$ cat config.mk
export PLATFORM = sky130hd
export DESIGN_NAME = div_sched_flat
export DESIGN_NICKNAME = d
export VERILOG_FILES = /design/src/rtl/div_sched_if.sv /design/src/rtl/div_sched.sv /design/src/flat_wrapper.sv
export SDC_FILE = /design/constraint.sdc
export NUM_CORES = 1
export LEC_CHECK = 0
export BUFFER_PORTS_ARGS = -buffer_cell sky130_fd_sc_hd__buf_4
export CAP_MARGIN = 20
export CORE_ASPECT_RATIO = 0.75
export CORE_MARGIN = 2
export CORE_UTILIZATION = 30
export DETAILED_ROUTE_END_ITERATION = 8
export GPL_ROUTABILITY_DRIVEN = 0
export GPL_TIMING_DRIVEN = 0
export SYNTH_ARGS = -nofsm -noshare
export SYNTH_HDL_FRONTEND = slang
export SYNTH_SLANG_ARGS = --single-unit
$ cat constraint.sdc
create_clock -name clock -period 6.2 [get_ports clock]
set_clock_uncertainty 0.15 [all_clocks]
set_input_delay 1.24 -clock clock [delete_from_list [all_inputs] [get_ports clock]]
set_output_delay 1.24 -clock clock [all_outputs]
set_load 0.1 [all_outputs]
$ cat src/rtl/div_sched_if.sv
// rtl/div_sched_if.sv - request, response and divider-unit signal bundle for div_sched
interface div_sched_if #(
    parameter int TAG_W = 5
);
    logic             req0_valid;
    logic             req0_ready;
    logic [31:0]      req0_a;
    logic [31:0]      req0_b;
    logic [TAG_W-1:0] req0_tag;
    logic             req1_valid;
    logic             req1_ready;
    logic [31:0]      req1_a;
    logic [31:0]      req1_b;
    logic [TAG_W-1:0] req1_tag;
    logic             rsp_valid;
    logic             rsp_ready;
    logic [31:0]      rsp_result;
    logic             rsp_exception;
    logic [TAG_W-1:0] rsp_tag;
    logic             rsp_port;
    logic [31:0]      unit_operandA;
    logic [31:0]      unit_operandB;
    logic             unit_start;
    logic [31:0]      unit_result;
    logic             unit_exception;
    logic             unit_resultRDY;
    logic             busy;

    modport slave (
        input  req0_valid, req0_a, req0_b, req0_tag,
        input  req1_valid, req1_a, req1_b, req1_tag,
        input  rsp_ready, unit_result, unit_exception, unit_resultRDY,
        output req0_ready, req1_ready,
        output rsp_valid, rsp_result, rsp_exception, rsp_tag, rsp_port,
        output unit_operandA, unit_operandB, unit_start, busy
    );

    modport master (
        output req0_valid, req0_a, req0_b, req0_tag,
        output req1_valid, req1_a, req1_b, req1_tag,
        output rsp_ready, unit_result, unit_exception, unit_resultRDY,
        input  req0_ready, req1_ready,
        input  rsp_valid, rsp_result, rsp_exception, rsp_tag, rsp_port,
        input  unit_operandA, unit_operandB, unit_start, busy
    );
endinterface

$ cat src/rtl/div_sched.sv
// rtl/div_sched.sv - round-robin two-port scheduler and sequencer for the shared iterative divider
module div_sched #(
    parameter int TAG_W   = 5,
    parameter int TIMEOUT = 40
) (
    input  logic        clock,
    input  logic        reset,
    div_sched_if.slave  bus
);
    localparam logic [1:0] S_IDLE  = 2'd0;
    localparam logic [1:0] S_START = 2'd1;
    localparam logic [1:0] S_WAIT  = 2'd2;
    localparam logic [1:0] S_RESP  = 2'd3;
    localparam int CNT_W = $clog2(TIMEOUT + 1);

    logic [1:0]       state;
    logic             last_grant;
    logic             grant;
    logic             idle_open;
    logic             accept;
    logic [31:0]      sel_a;
    logic [31:0]      sel_b;
    logic [TAG_W-1:0] sel_tag;
    logic [31:0]      a_q;
    logic [31:0]      b_q;
    logic [TAG_W-1:0] tag_q;
    logic             port_q;
    logic [31:0]      res_q;
    logic             exc_q;
    logic [CNT_W-1:0] cnt;
    logic             unit_active;

    always_comb begin
        grant = 1'b0;
        if (bus.req0_valid && bus.req1_valid)
            grant = ~last_grant;
        else if (bus.req1_valid)
            grant = 1'b1;
    end

    // Readies are gated by reset so every output reads 0 while reset is held.
    assign idle_open      = reset && (state == S_IDLE);
    assign bus.req0_ready = idle_open && !grant;
    assign bus.req1_ready = idle_open && grant;
    assign accept         = (bus.req0_valid && bus.req0_ready) ||
                            (bus.req1_valid && bus.req1_ready);

    assign sel_a   = grant ? bus.req1_a   : bus.req0_a;
    assign sel_b   = grant ? bus.req1_b   : bus.req0_b;
    assign sel_tag = grant ? bus.req1_tag : bus.req0_tag;

    always_ff @(posedge clock or negedge reset) begin
        if (!reset) begin
            state      <= S_IDLE;
            last_grant <= 1'b1;
            a_q        <= '0;
            b_q        <= '0;
            tag_q      <= '0;
            port_q     <= 1'b0;
            res_q      <= '0;
            exc_q      <= 1'b0;
            cnt        <= '0;
        end else begin
            case (state)
                S_IDLE: begin
                    if (accept) begin
                        a_q        <= sel_a;
                        b_q        <= sel_b;
                        tag_q      <= sel_tag;
                        port_q     <= grant;
                        last_grant <= grant;
                        cnt        <= '0;
                        // Divide-by-zero never reaches the unit.
                        if (sel_b == 32'd0) begin
                            res_q <= '0;
                            exc_q <= 1'b1;
                            state <= S_RESP;
                        end else begin
                            state <= S_START;
                        end
                    end
                end
                S_START: begin
                    cnt   <= '0;
                    state <= S_WAIT;
                end
                S_WAIT: begin
                    // A result arriving on the timeout cycle still wins.
                    if (bus.unit_resultRDY) begin
                        res_q <= bus.unit_exception ? 32'd0 : bus.unit_result;
                        exc_q <= bus.unit_exception;
                        state <= S_RESP;
                    end else if (cnt == CNT_W'(TIMEOUT - 1)) begin
                        res_q <= '0;
                        exc_q <= 1'b1;
                        state <= S_RESP;
                    end else begin
                        cnt <= cnt + CNT_W'(1);
                    end
                end
                S_RESP: begin
                    if (bus.rsp_ready)
                        state <= S_IDLE;
                end
                default: state <= S_IDLE;
            endcase
        end
    end

    assign unit_active       = (state == S_START) || (state == S_WAIT);
    assign bus.unit_operandA = unit_active ? a_q : 32'd0;
    assign bus.unit_operandB = unit_active ? b_q : 32'd0;
    assign bus.unit_start    = (state == S_START);
    assign bus.rsp_valid     = (state == S_RESP);
    assign bus.rsp_result    = res_q;
    assign bus.rsp_exception = exc_q;
    assign bus.rsp_tag       = tag_q;
    assign bus.rsp_port      = port_q;
    assign bus.busy          = (state != S_IDLE);
endmodule

$ cat src/flat_wrapper.sv
// flat-port wrapper written by rule: the top's interface ports become plain ports
module div_sched_flat 
#(
    parameter int TAG_W   = 5,
    parameter int TIMEOUT = 40
)
  (clock, reset, bus_req0_valid, bus_req0_a, bus_req0_b, bus_req0_tag, bus_req1_valid, bus_req1_a, bus_req1_b, bus_req1_tag, bus_rsp_ready, bus_unit_result, bus_unit_exception, bus_unit_resultRDY, bus_req0_ready, bus_req1_ready, bus_rsp_valid, bus_rsp_result, bus_rsp_exception, bus_rsp_tag, bus_rsp_port, bus_unit_operandA, bus_unit_operandB, bus_unit_start, bus_busy);
  div_sched_if #(.TAG_W(TAG_W)) bus_i ();
  input  logic clock;
  input  logic reset;
  input wire logic [$bits(bus_i.req0_valid)-1:0] bus_req0_valid;
  input wire logic [$bits(bus_i.req0_a)-1:0] bus_req0_a;
  input wire logic [$bits(bus_i.req0_b)-1:0] bus_req0_b;
  input wire logic [$bits(bus_i.req0_tag)-1:0] bus_req0_tag;
  input wire logic [$bits(bus_i.req1_valid)-1:0] bus_req1_valid;
  input wire logic [$bits(bus_i.req1_a)-1:0] bus_req1_a;
  input wire logic [$bits(bus_i.req1_b)-1:0] bus_req1_b;
  input wire logic [$bits(bus_i.req1_tag)-1:0] bus_req1_tag;
  input wire logic [$bits(bus_i.rsp_ready)-1:0] bus_rsp_ready;
  input wire logic [$bits(bus_i.unit_result)-1:0] bus_unit_result;
  input wire logic [$bits(bus_i.unit_exception)-1:0] bus_unit_exception;
  input wire logic [$bits(bus_i.unit_resultRDY)-1:0] bus_unit_resultRDY;
  output wire logic [$bits(bus_i.req0_ready)-1:0] bus_req0_ready;
  output wire logic [$bits(bus_i.req1_ready)-1:0] bus_req1_ready;
  output wire logic [$bits(bus_i.rsp_valid)-1:0] bus_rsp_valid;
  output wire logic [$bits(bus_i.rsp_result)-1:0] bus_rsp_result;
  output wire logic [$bits(bus_i.rsp_exception)-1:0] bus_rsp_exception;
  output wire logic [$bits(bus_i.rsp_tag)-1:0] bus_rsp_tag;
  output wire logic [$bits(bus_i.rsp_port)-1:0] bus_rsp_port;
  output wire logic [$bits(bus_i.unit_operandA)-1:0] bus_unit_operandA;
  output wire logic [$bits(bus_i.unit_operandB)-1:0] bus_unit_operandB;
  output wire logic [$bits(bus_i.unit_start)-1:0] bus_unit_start;
  output wire logic [$bits(bus_i.busy)-1:0] bus_busy;
  assign bus_i.req0_valid = bus_req0_valid;
  assign bus_i.req0_a = bus_req0_a;
  assign bus_i.req0_b = bus_req0_b;
  assign bus_i.req0_tag = bus_req0_tag;
  assign bus_i.req1_valid = bus_req1_valid;
  assign bus_i.req1_a = bus_req1_a;
  assign bus_i.req1_b = bus_req1_b;
  assign bus_i.req1_tag = bus_req1_tag;
  assign bus_i.rsp_ready = bus_rsp_ready;
  assign bus_i.unit_result = bus_unit_result;
  assign bus_i.unit_exception = bus_unit_exception;
  assign bus_i.unit_resultRDY = bus_unit_resultRDY;
  assign bus_req0_ready = bus_i.req0_ready;
  assign bus_req1_ready = bus_i.req1_ready;
  assign bus_rsp_valid = bus_i.rsp_valid;
  assign bus_rsp_result = bus_i.rsp_result;
  assign bus_rsp_exception = bus_i.rsp_exception;
  assign bus_rsp_tag = bus_i.rsp_tag;
  assign bus_rsp_port = bus_i.rsp_port;
  assign bus_unit_operandA = bus_i.unit_operandA;
  assign bus_unit_operandB = bus_i.unit_operandB;
  assign bus_unit_start = bus_i.unit_start;
  assign bus_busy = bus_i.busy;
  div_sched #(.TAG_W(TAG_W), .TIMEOUT(TIMEOUT)) u_core (.clock(clock), .reset(reset), .bus(bus_i));
endmodule
After elaboration in Yosys (flattened, before gate mapping)
Index checks and enable logic that the tools add are counted.
{"block": "totals", "regBits": 112, "inputBits": 177, "out_inout_bits": 108, "word_cells": 67}
{"block": "op_classes", "n_addsub": 1, "eq_ne": 10, "mux": 28, "bitwise_logic": 1, "n_reduce_logical": 18}
{"op": "$mux 32", "n": 9}
{"op": "$pmux 32 s2", "n": 1}
{"op": "$logic_not 32->1", "n": 1}
{"op": "$mux 6", "n": 3}
{"op": "$pmux 6 s3", "n": 1}
{"op": "$mux 2", "n": 5}
{"op": "$ne 2x2->1 const B", "n": 4}
{"op": "$pmux 2 s4", "n": 1}
{"op": "$reduce_and 4->1", "n": 2}
{"op": "$add 6x1->6 const B", "n": 1}
{"op": "$eq 6x6->1 const B", "n": 1}
{"op": "$logic_and 1x1->1", "n": 6}
{"op": "$mux 1", "n": 6}
{"op": "$mux 5", "n": 1}
{"op": "$eq 2x2->1 const B", "n": 2}
{"op": "$reduce_bool 2->1", "n": 2}
{"op": "$ne 3x2->1 const B", "n": 1}
{"op": "$reduce_and 3->1", "n": 1}
{"op": "$reduce_bool 3->1", "n": 1}
{"op": "$eq 2x1->1 const B", "n": 1}
{"op": "$logic_not 2->1", "n": 1}
{"op": "$logic_or 1x1->1", "n": 2}
{"op": "$ne 2x1->1 const B", "n": 1}
{"op": "$pmux 1 s2", "n": 1}
{"op": "other kinds (3)", "n": 3}

Logic depth before layout (Yosys ltp)
Gate-level depths: netlist of run 1.
{"block": "depth", "ltp_word": 8, "mapped_depth": 10, "mapped_depth_nobuf": 8}

Worst setup path before layout of run 1
OpenSTA, ideal clock, no wires.
{"block": "synth_timing", "path_kind": "input-to-output", "startpoint": "in bus_req1_valid", "endpoint": "out bus_req0_ready", "t_arrival_ns": 3.159, "t_required_ns": 4.810, "setup_slack_ns": 1.651, "stages": 4, "path_buffers": 2, "cell_sequence": "a21boi_1 -> clkbuf_1 -> clkbuf_1 -> nor2_1"}
{"block": "synth_via", "elab_chain_len": 4, "elab_cells_between_ends": 5, "classes_between": "2 x mux; 3 x reduce/logical"}
{"element": "start, declared", "line": "flat_wrapper.sv:15", "source": "input wire logic [$bits(bus_i.req1_valid)-1:0] bus_req1_valid;"}
{"element": "$mux 1 / $logic_and 1x1->1 (equally long branches)", "line": "div_sched.sv:37, div_sched.sv:35"}
{"element": "$mux 1 (*)", "line": "div_sched.sv:35", "source": "if (bus.req0_valid && bus.req1_valid)"}
{"element": "$logic_not 1->1 (*)", "line": "div_sched.sv:43", "source": "assign bus.req0_ready = idle_open && !grant;"}
{"element": "$logic_and 1x1->1 (*)", "line": "div_sched.sv:43"}
{"element": "end, declared", "line": "flat_wrapper.sv:23", "source": "output wire logic [$bits(bus_i.req0_ready)-1:0] bus_req0_ready;"}
Every way passes the cells marked *; elsewhere a longest branch is shown, timed or not.

Final worst setup path of run 1
Ends and elaborated chain as after synthesis.

==> results of run 1 <==
worst register-to-register path: stages (launching register included):
cell and delay (ns):
dfrtp_1 0.41, inv_1 0.12, ha_1 0.15, buf_2 0.20, o211ai_1 0.31, buf_4 0.28
clkbuf_1 0.25, a21o_1 0.32, a21oi_2 0.22, nand4_1 0.15, xor2_1 0.15, nor2_1 0.05
kinds of logic (layout without fill, tap and decap cells):
logic type                 Yosys count  after routing  synth area share
muxes                              102            102             0.177
AOI/OAI and AO/OA                   90             90            0.0878
and+or+nand+nor                    215            215             0.178
adders and majority gates            6              6            0.0130
buffers and inverters               76            378            0.0542
DFF                                112            112             0.486
xor gates and xnor gates             3              3           0.00455
layout by cell type, fill, tap and decap left out, drive strengths merged, types with 5 or more instances in the layout:
| master | n |
|---|---|
| ha | 6 |
| nand4 | 5 |
| mux2i | 102 |
| dfrtp | 111 |
| nor4 | 12 |
| buf | 293 |
| clkbuf | 40 |
| nand2 | 111 |
| nor3 | 5 |
| and2 | 64 |
| o21ai | 76 |
| inv | 41 |
| nor2 | 13 |
worst paths after layout:
kind	startpoint	end
setup reg to reg	u_core.state[0]	u_core.cnt[4]
max in group asynchronous	reset	u_core.last_grant
hold / removal	u_core.a_q[31]	u_core.a_q[31]
min in group asynchronous	reset	u_core.b_q[12]
setup / recovery	bus_req1_valid	bus_req0_ready
hold reg to reg	u_core.a_q[31]	u_core.a_q[31]
synthesized netlist by cell type:
master	number	area, sq um
buf_2	4	20.0
o211ai_1	2	15.0
ha_1	6	75.1
a21boi_1	1	7.51
a22oi_1	2	15.0
a21o_1	3	22.5
nor3_1	5	25.0
dfrtp_1	111	2780
o21ai_1	2	10.0
clkbuf_1	30	113
a221o_1	1	10.0
or4_1	1	7.51
nand4_1	5	31.3
o32ai_4	1	27.5
buf_6	3	33.8
o21ai_0	74	370
and2_1	64	400
nand3_1	2	10.0
inv_1	39	146
nor4_1	12	75.1
a41o_1	1	10.0
nand2_1	111	417
a21oi_2	1	8.76
nor2_1	13	48.8
and3_1	2	12.5
mux2i_1	102	1020
xor2_1	3	26.3
a21oi_1	2	10.0
dfstp_2	1	26.3
cell type report:
class / count / area, sq um
clock inverters: 6 / 42.5
inverters: 39 / 146
fillers: 1879 / 10100
repair buffers: 286 / 2170
multi-input cells: 416 / 2660
clock buffers: 10 / 239
flip-flops and latches: 112 / 2800
plain buffers: 37 / 166
well taps: 247 / 309
sequential cells by signal, summed over array words and instances, names as in the netlist:
| register | count |
|---|---|
| u_core.state | 2 |
| u_core.b_q | 32 |
| u_core.bus.rsp_port | 1 |
| u_core.bus.rsp_tag | 5 |
| u_core.a_q | 32 |
| u_core.cnt | 6 |
| u_core.last_grant | 1 |
| u_core.bus.rsp_result | 32 |
| u_core.bus.rsp_exception | 1 |
through the flow:
stage / hold slack (ns) / std cells
2_1_floorplan: 0.292 / 604
3_3_place_gp: 0.303 / 1135
3_5_place_dp: 0.313 / 1136
4_1_cts: 0.329 / 1152
5_1_grt: 0.345 / 1153
6_report: 0.325 / 1153
metal layers:
metal | up-vias | routed length [microns]
met1 | 2446 | 8600
li1 | 2603 | -
met3 | 12 | 1290
met5 | - | 0
met2 | 152 | 8420
met4 | 0 | 193
==> impl_metrics.csv, run 1 <==
group,metric,value,unit
run_status,status,"finished, final reports clean",
setup_path,start_kind,"primary input",
sta,final.setup.tns,0,ns
routing,ant_nets,0,
floorplanning,fp.dieW,164,microns
finish,n_antenna_cell,0,
grt,busiest_layer,"met2",
grt,met3_usage,0.0456,
sta,rsz0062_at_grt,"false",
finish,area_growth,47.8,%
setup_path,cp_max_fo,10,
clocking,clkSinkCount,112,
setup_path,crit_slowest_cell,"clkbuf_1",
routing,dr.pass1.iters,4,
synth,syn_area,0.00577,sq mm
setup_path,end_kind,"output pin",
setup_path,critPathKind,"in -> out",
place,port_buffers,284,
sta,maxSlewViolCount,0,
clocking,cts_buffer_depth,2,
sta,max-slew-margin-rel,0.401,
sta,worst_slack,1.79,ns
floorplanning,start_util,0.309,
synth,synth_seq_cells,112,
clocking,clkSlewWorstSetupHoldPaths,0.07,ns
setup_path,path_cells,"buf_4 -> a21boi_1 -> clkbuf_1 -> clkbuf_1 -> nor2_1 -> buf_4",
sta,setup_viol,0,
sta,fmax,0.227,GHz
place,place_hpwl,14.5,mm
setup_path,cp_data_required_time,4.81,ns
finish,fin_area,0.00853,sq mm
setup_path,path_buf_inv,4,
clocking,cts_hold_buf,0,
floorplanning,rows,43,
finish,final_nets,1084,
floorplanning,io_pins,285,
grt,grt_pass1_vias,5297,
grt,antenna_found_initial,0,
routing,post-route-drc-count,0,
floorplanning,die_h,124,microns
synth,yosysSeqAreaShare,0.486,
synth,synth_cell_types,29,
flow_run,drv_cap,0,
finish,fin_util,0.457,
place,dpl_worst_slack,1.76,ns
floorplanning,core,0.0187,sq mm
sta,tightest_slew,0.899,ns
clocking,cts.htree.levels,3,
synth,synth_cells,604,
grt,met1_usage,0.247,
clocking,cts_tree,"done",
sta,min_period,4.41,ns
setup_path,crit_family,"buffers and inverters",
clocking,post-cts-setup-buffer-count,0,
grt,met2_usage,0.296,
setup_path,rr_worst_depth,11,
setup_path,cp_slowest_stage_delay,0.58,ns
routing,vias_per_cell,4.52,
clocking,cts_buffers,9,
routing,dr.first_iter.drc_count,198,
synth,synth_fp_nets,787,
clocking,postCtsResizedCells,0,
synth,avgSynthCellArea,9.56,sq um
routing,num_vias,5213,
clocking,clk_latency,0.35,ns
floorplanning,die-area,0.0204,sq mm
synth,yosys_warnings,0,
clocking,cts_root_buf,"clkbuf_16",
grt,overflow,0,
sta,finalCritPeriodShare,0.712,
worst_hold_path,hp-class,"reg -> reg",
routing,wl_per_cell,16.1,microns
worst_hold_path,holdPathStages,2,
routing,totalWireLength,18.5,mm
place,placed_area,0.00825,sq mm
setup_path,r2r_slack,3.32,ns
sta,hold_viol,0,
grt,track_usage,0.182,
grt,grt_max_degree,70,
grt,grt_pass1_wl,28.5,mm
setup_path,path_depth,6,
finish,drive_above_1_share,0.344,
setup_path,arrival,3.02,ns
Power of run 1 is left out: the tool's default activity adds up to more than one toggle a clock period on the data nets, which glitch-free logic cannot reach.
==> run 2: changes to the inputs <==
--- a/config.mk
+++ b/config.mk
@@ -5,6 +5,7 @@
 export SDC_FILE = /design/constraint.sdc
 export NUM_CORES = 1
 export LEC_CHECK = 0
+export ABC_AREA = 1
 export BUFFER_PORTS_ARGS = -buffer_cell sky130_fd_sc_hd__buf_4
 export CAP_MARGIN = 20
 export CORE_ASPECT_RATIO = 0.75
==> constraint.sdc (replaced) <==
create_clock -name clock -period 4.3 [get_ports clock]
set_clock_uncertainty 0.15 [all_clocks]
set_input_delay 0.86 -clock clock [delete_from_list [all_inputs] [get_ports clock]]
set_output_delay 0.86 -clock clock [all_outputs]
set_load 0.1 [all_outputs]
==> run 2 against run 1 <==
  * Design area up 5.6%
  * Non-clock buffer count is 15 higher
  * Global-route usage grew 0.097 points
  * Largest cell class unchanged
  * Critical path depth rose by 1
  * Core utilization shrank 1.3 points
  * Hold slack lost 0.0077 ns
  * Sequential share of layout area shrank 1.7 points
  * Via count grew 24%
  * Die area is 7.6% higher
  * Highest routed layer unchanged
  * Setup slack worse by 1.0 ns
==> impl_metrics.csv, run 2 <==
group,metric,value,unit
synth,synth_cells,898,
sta,finalCritPeriodShare,0.826,
setup_path,end_kind,"output pin",
sta,min_period,3.55,ns
synth,synth_edf_count,0,
clocking,clk_latency,0.35,ns
routing,ant_nets,0,
run_status,status,"finished, final reports clean",
grt,track_usage,0.183,
routing,num_vias,6453,
clocking,post-cts-setup-buffer-count,0,
sta,maxSlewViolCount,0,
synth,yosys_warnings,0,
grt,grt_pass1_wl,31.8,mm
setup_path,r2r_slack,1.71,ns
setup_path,cp_data_required_time,3.29,ns
clocking,postCtsResizedCells,0,
clocking,cts_tree,"done",
worst_hold_path,hp-class,"in -> async",
floorplanning,rows,45,
synth,synth_cell_types,24,
routing,totalWireLength,20.0,mm
synth,ys_async_sr_fraction,1.00,
synth,syn_area,0.00622,sq mm
synth,synth_top_area_frac,0.446,
finish,area_growth,44.8,%
floorplanning,die-area,0.0219,sq mm
synth,yosysMostFrequentCell,"nand2_1",
routing,dr.pass1.iters,5,
setup_path,critPathKind,"reg -> out",
setup_path,start_kind,"flip-flop",
finish,final_nets,1377,
setup_path,arrival,2.54,ns
routing,vias_per_cell,4.43,
synth,synth_top_cell_by_area,"dfrtp_1",
finish,n_antenna_cell,0,
clocking,clkSlewWorstSetupHoldPaths,0.08,ns
synth,synth_seq_cells,112,
grt,antenna_found_initial,0,
synth,yosys-top-cells-area,"dfrtp_1 45%, nand2_1 20%, inv_1 8.6%, nor2_1 5.5%, a31oi_1 3.7%",
synth,yosys-top-cells-count,"335 x nand2_1, 143 x inv_1, 111 x dfrtp_1, 92 x nor2_1, 43 x o21ai_0",
floorplanning,core,0.0203,sq mm
sta,max-slew-margin-rel,0.592,
setup_path,cp_max_fo,10,
floorplanning,fp.dieW,170,microns
setup_path,rr_worst_depth,11,
finish,drive_above_1_share,0.271,
clocking,cts.htree.levels,3,
synth,avgSynthCellArea,6.93,sq um
synth,synth_flop_cell,"dfrtp_1",
floorplanning,die_h,129,microns
sta,tightest_slew,0.612,ns
sta,rsz0062_at_grt,"false",
place,place_hpwl,15.9,mm
grt,grt_pass1_vias,6328,
synth,synth_fp_nets,1081,
flow_run,drv_cap,0,
finish,fillers,2168,
setup_path,r2r_start,"u_core.state[0]",
floorplanning,start_util,0.307,
clocking,cts_buffer_depth,2,
setup_path,r2r-end,"u_core.bus.rsp_result[23]",
routing,wl_per_cell,13.8,microns
clocking,clkSinkCount,112,
clocking,cts_buffers,9,
grt,overflow,0,
sta,hold_viol,0,
routing,post-route-drc-count,0,
finish,final_common_cell,"nand2_1",
routing,dr.first_iter.drc_count,289,
synth,yosysSeqAreaShare,0.451,
sta,fmax,0.282,GHz
place,port_buffers,284,
clocking,cts_root_buf,"clkbuf_16",
sta,setup_viol,0,
floorplanning,io_pins,285,
clocking,cts_hold_buf,0,
grt,grt_max_degree,59,
sta,final.setup.tns,0,ns
finish,mostFrequentLayoutCells,"335 x nand2_1, 290 x buf_4, 143 x inv_1, 111 x dfrtp_1, 92 x nor2_1",
-- run 2: cell types whose count changed after synthesis, sizes merged, moves of 34 or more --
cell and change:
nand3 +34, nor2 +79, nand2 +226, a31oi +37, mux2i -102, and2 -64, inv +104
-- run 2: kinds of logic after synthesis --
kind of cell	count (synthesis)	synth area share
flops	112	0.451
fa+ha+maj	6	0.0121
compound gates	87	0.0794
buf+inv	196	0.130
xor+xnor	1	0.00141
simple gates	496	0.327
-- run 2: final cells by class --
cell class	count	area, sq um	area share
Buffer	53	272	0.0301
Clock buffer	9	225	0.0250
Clock inverter	7	76.3	0.00847
Inverter	143	537	0.0596
Multi-Input combinational cell	590	2610	0.290
Sequential cell	112	2800	0.311
Tap cell	258	323	0.0358
Timing Repair Buffer	285	2160	0.240
-- run 2: worst max-delay path by stage --
stage / slack, ns / from / end / cells past startpoint
after global routing: 0.50 / u_core.state[0] / bus_unit_operandB[17] / 7
after detailed placement: 0.89 / bus_req0_valid / bus_req1_ready / 8
after CTS: 0.66 / u_core.state[0] / bus_unit_operandB[17] / 7
final: 0.75 / u_core.state[0] / bus_unit_operandB[22] / 7
after floorplan: 0.55 / bus_req0_valid / bus_req0_ready / 7
after global placement: 0.12 / reset / bus_req1_ready / 4
-- run 2: metal layers --
layer	up-vias	part of all wire	global-route usage
met4	0	0.0039	0.0317
li1	3311	-	-
met3	9	0.083	0.0544
met1	2918	0.47	0.247
met2	215	0.45	0.296
met5	-	0	0
-- run 2: critical path, cell delays in order (launching register included) --
cell	delay, ns
dfrtp_1	0.38
inv_1	0.10
ha_1	0.30
clkbuf_1	0.48
buf_1	0.40
nand2_1	0.16
inv_1	0.10
buf_4	0.29
-- run 2: metrics by stage --
step | util | instance area (sq um) | worst slack, ns | hold WS (ns) | instances
after global routing | 0.445 | 9010 | 0.502 | 0.341 | 1457
after detailed placement | 0.430 | 8710 | 0.894 | 0.311 | 1441
after CTS | 0.445 | 9010 | 0.663 | 0.327 | 1457
final | 0.445 | 9010 | 0.749 | 0.317 | 1457
after global placement | 0.428 | 8680 | 0.121 | 0.305 | 1440
after floorplan | - | 6220 | 0.551 | 0.294 | 898
Power of run 2 is left out for the same reason.
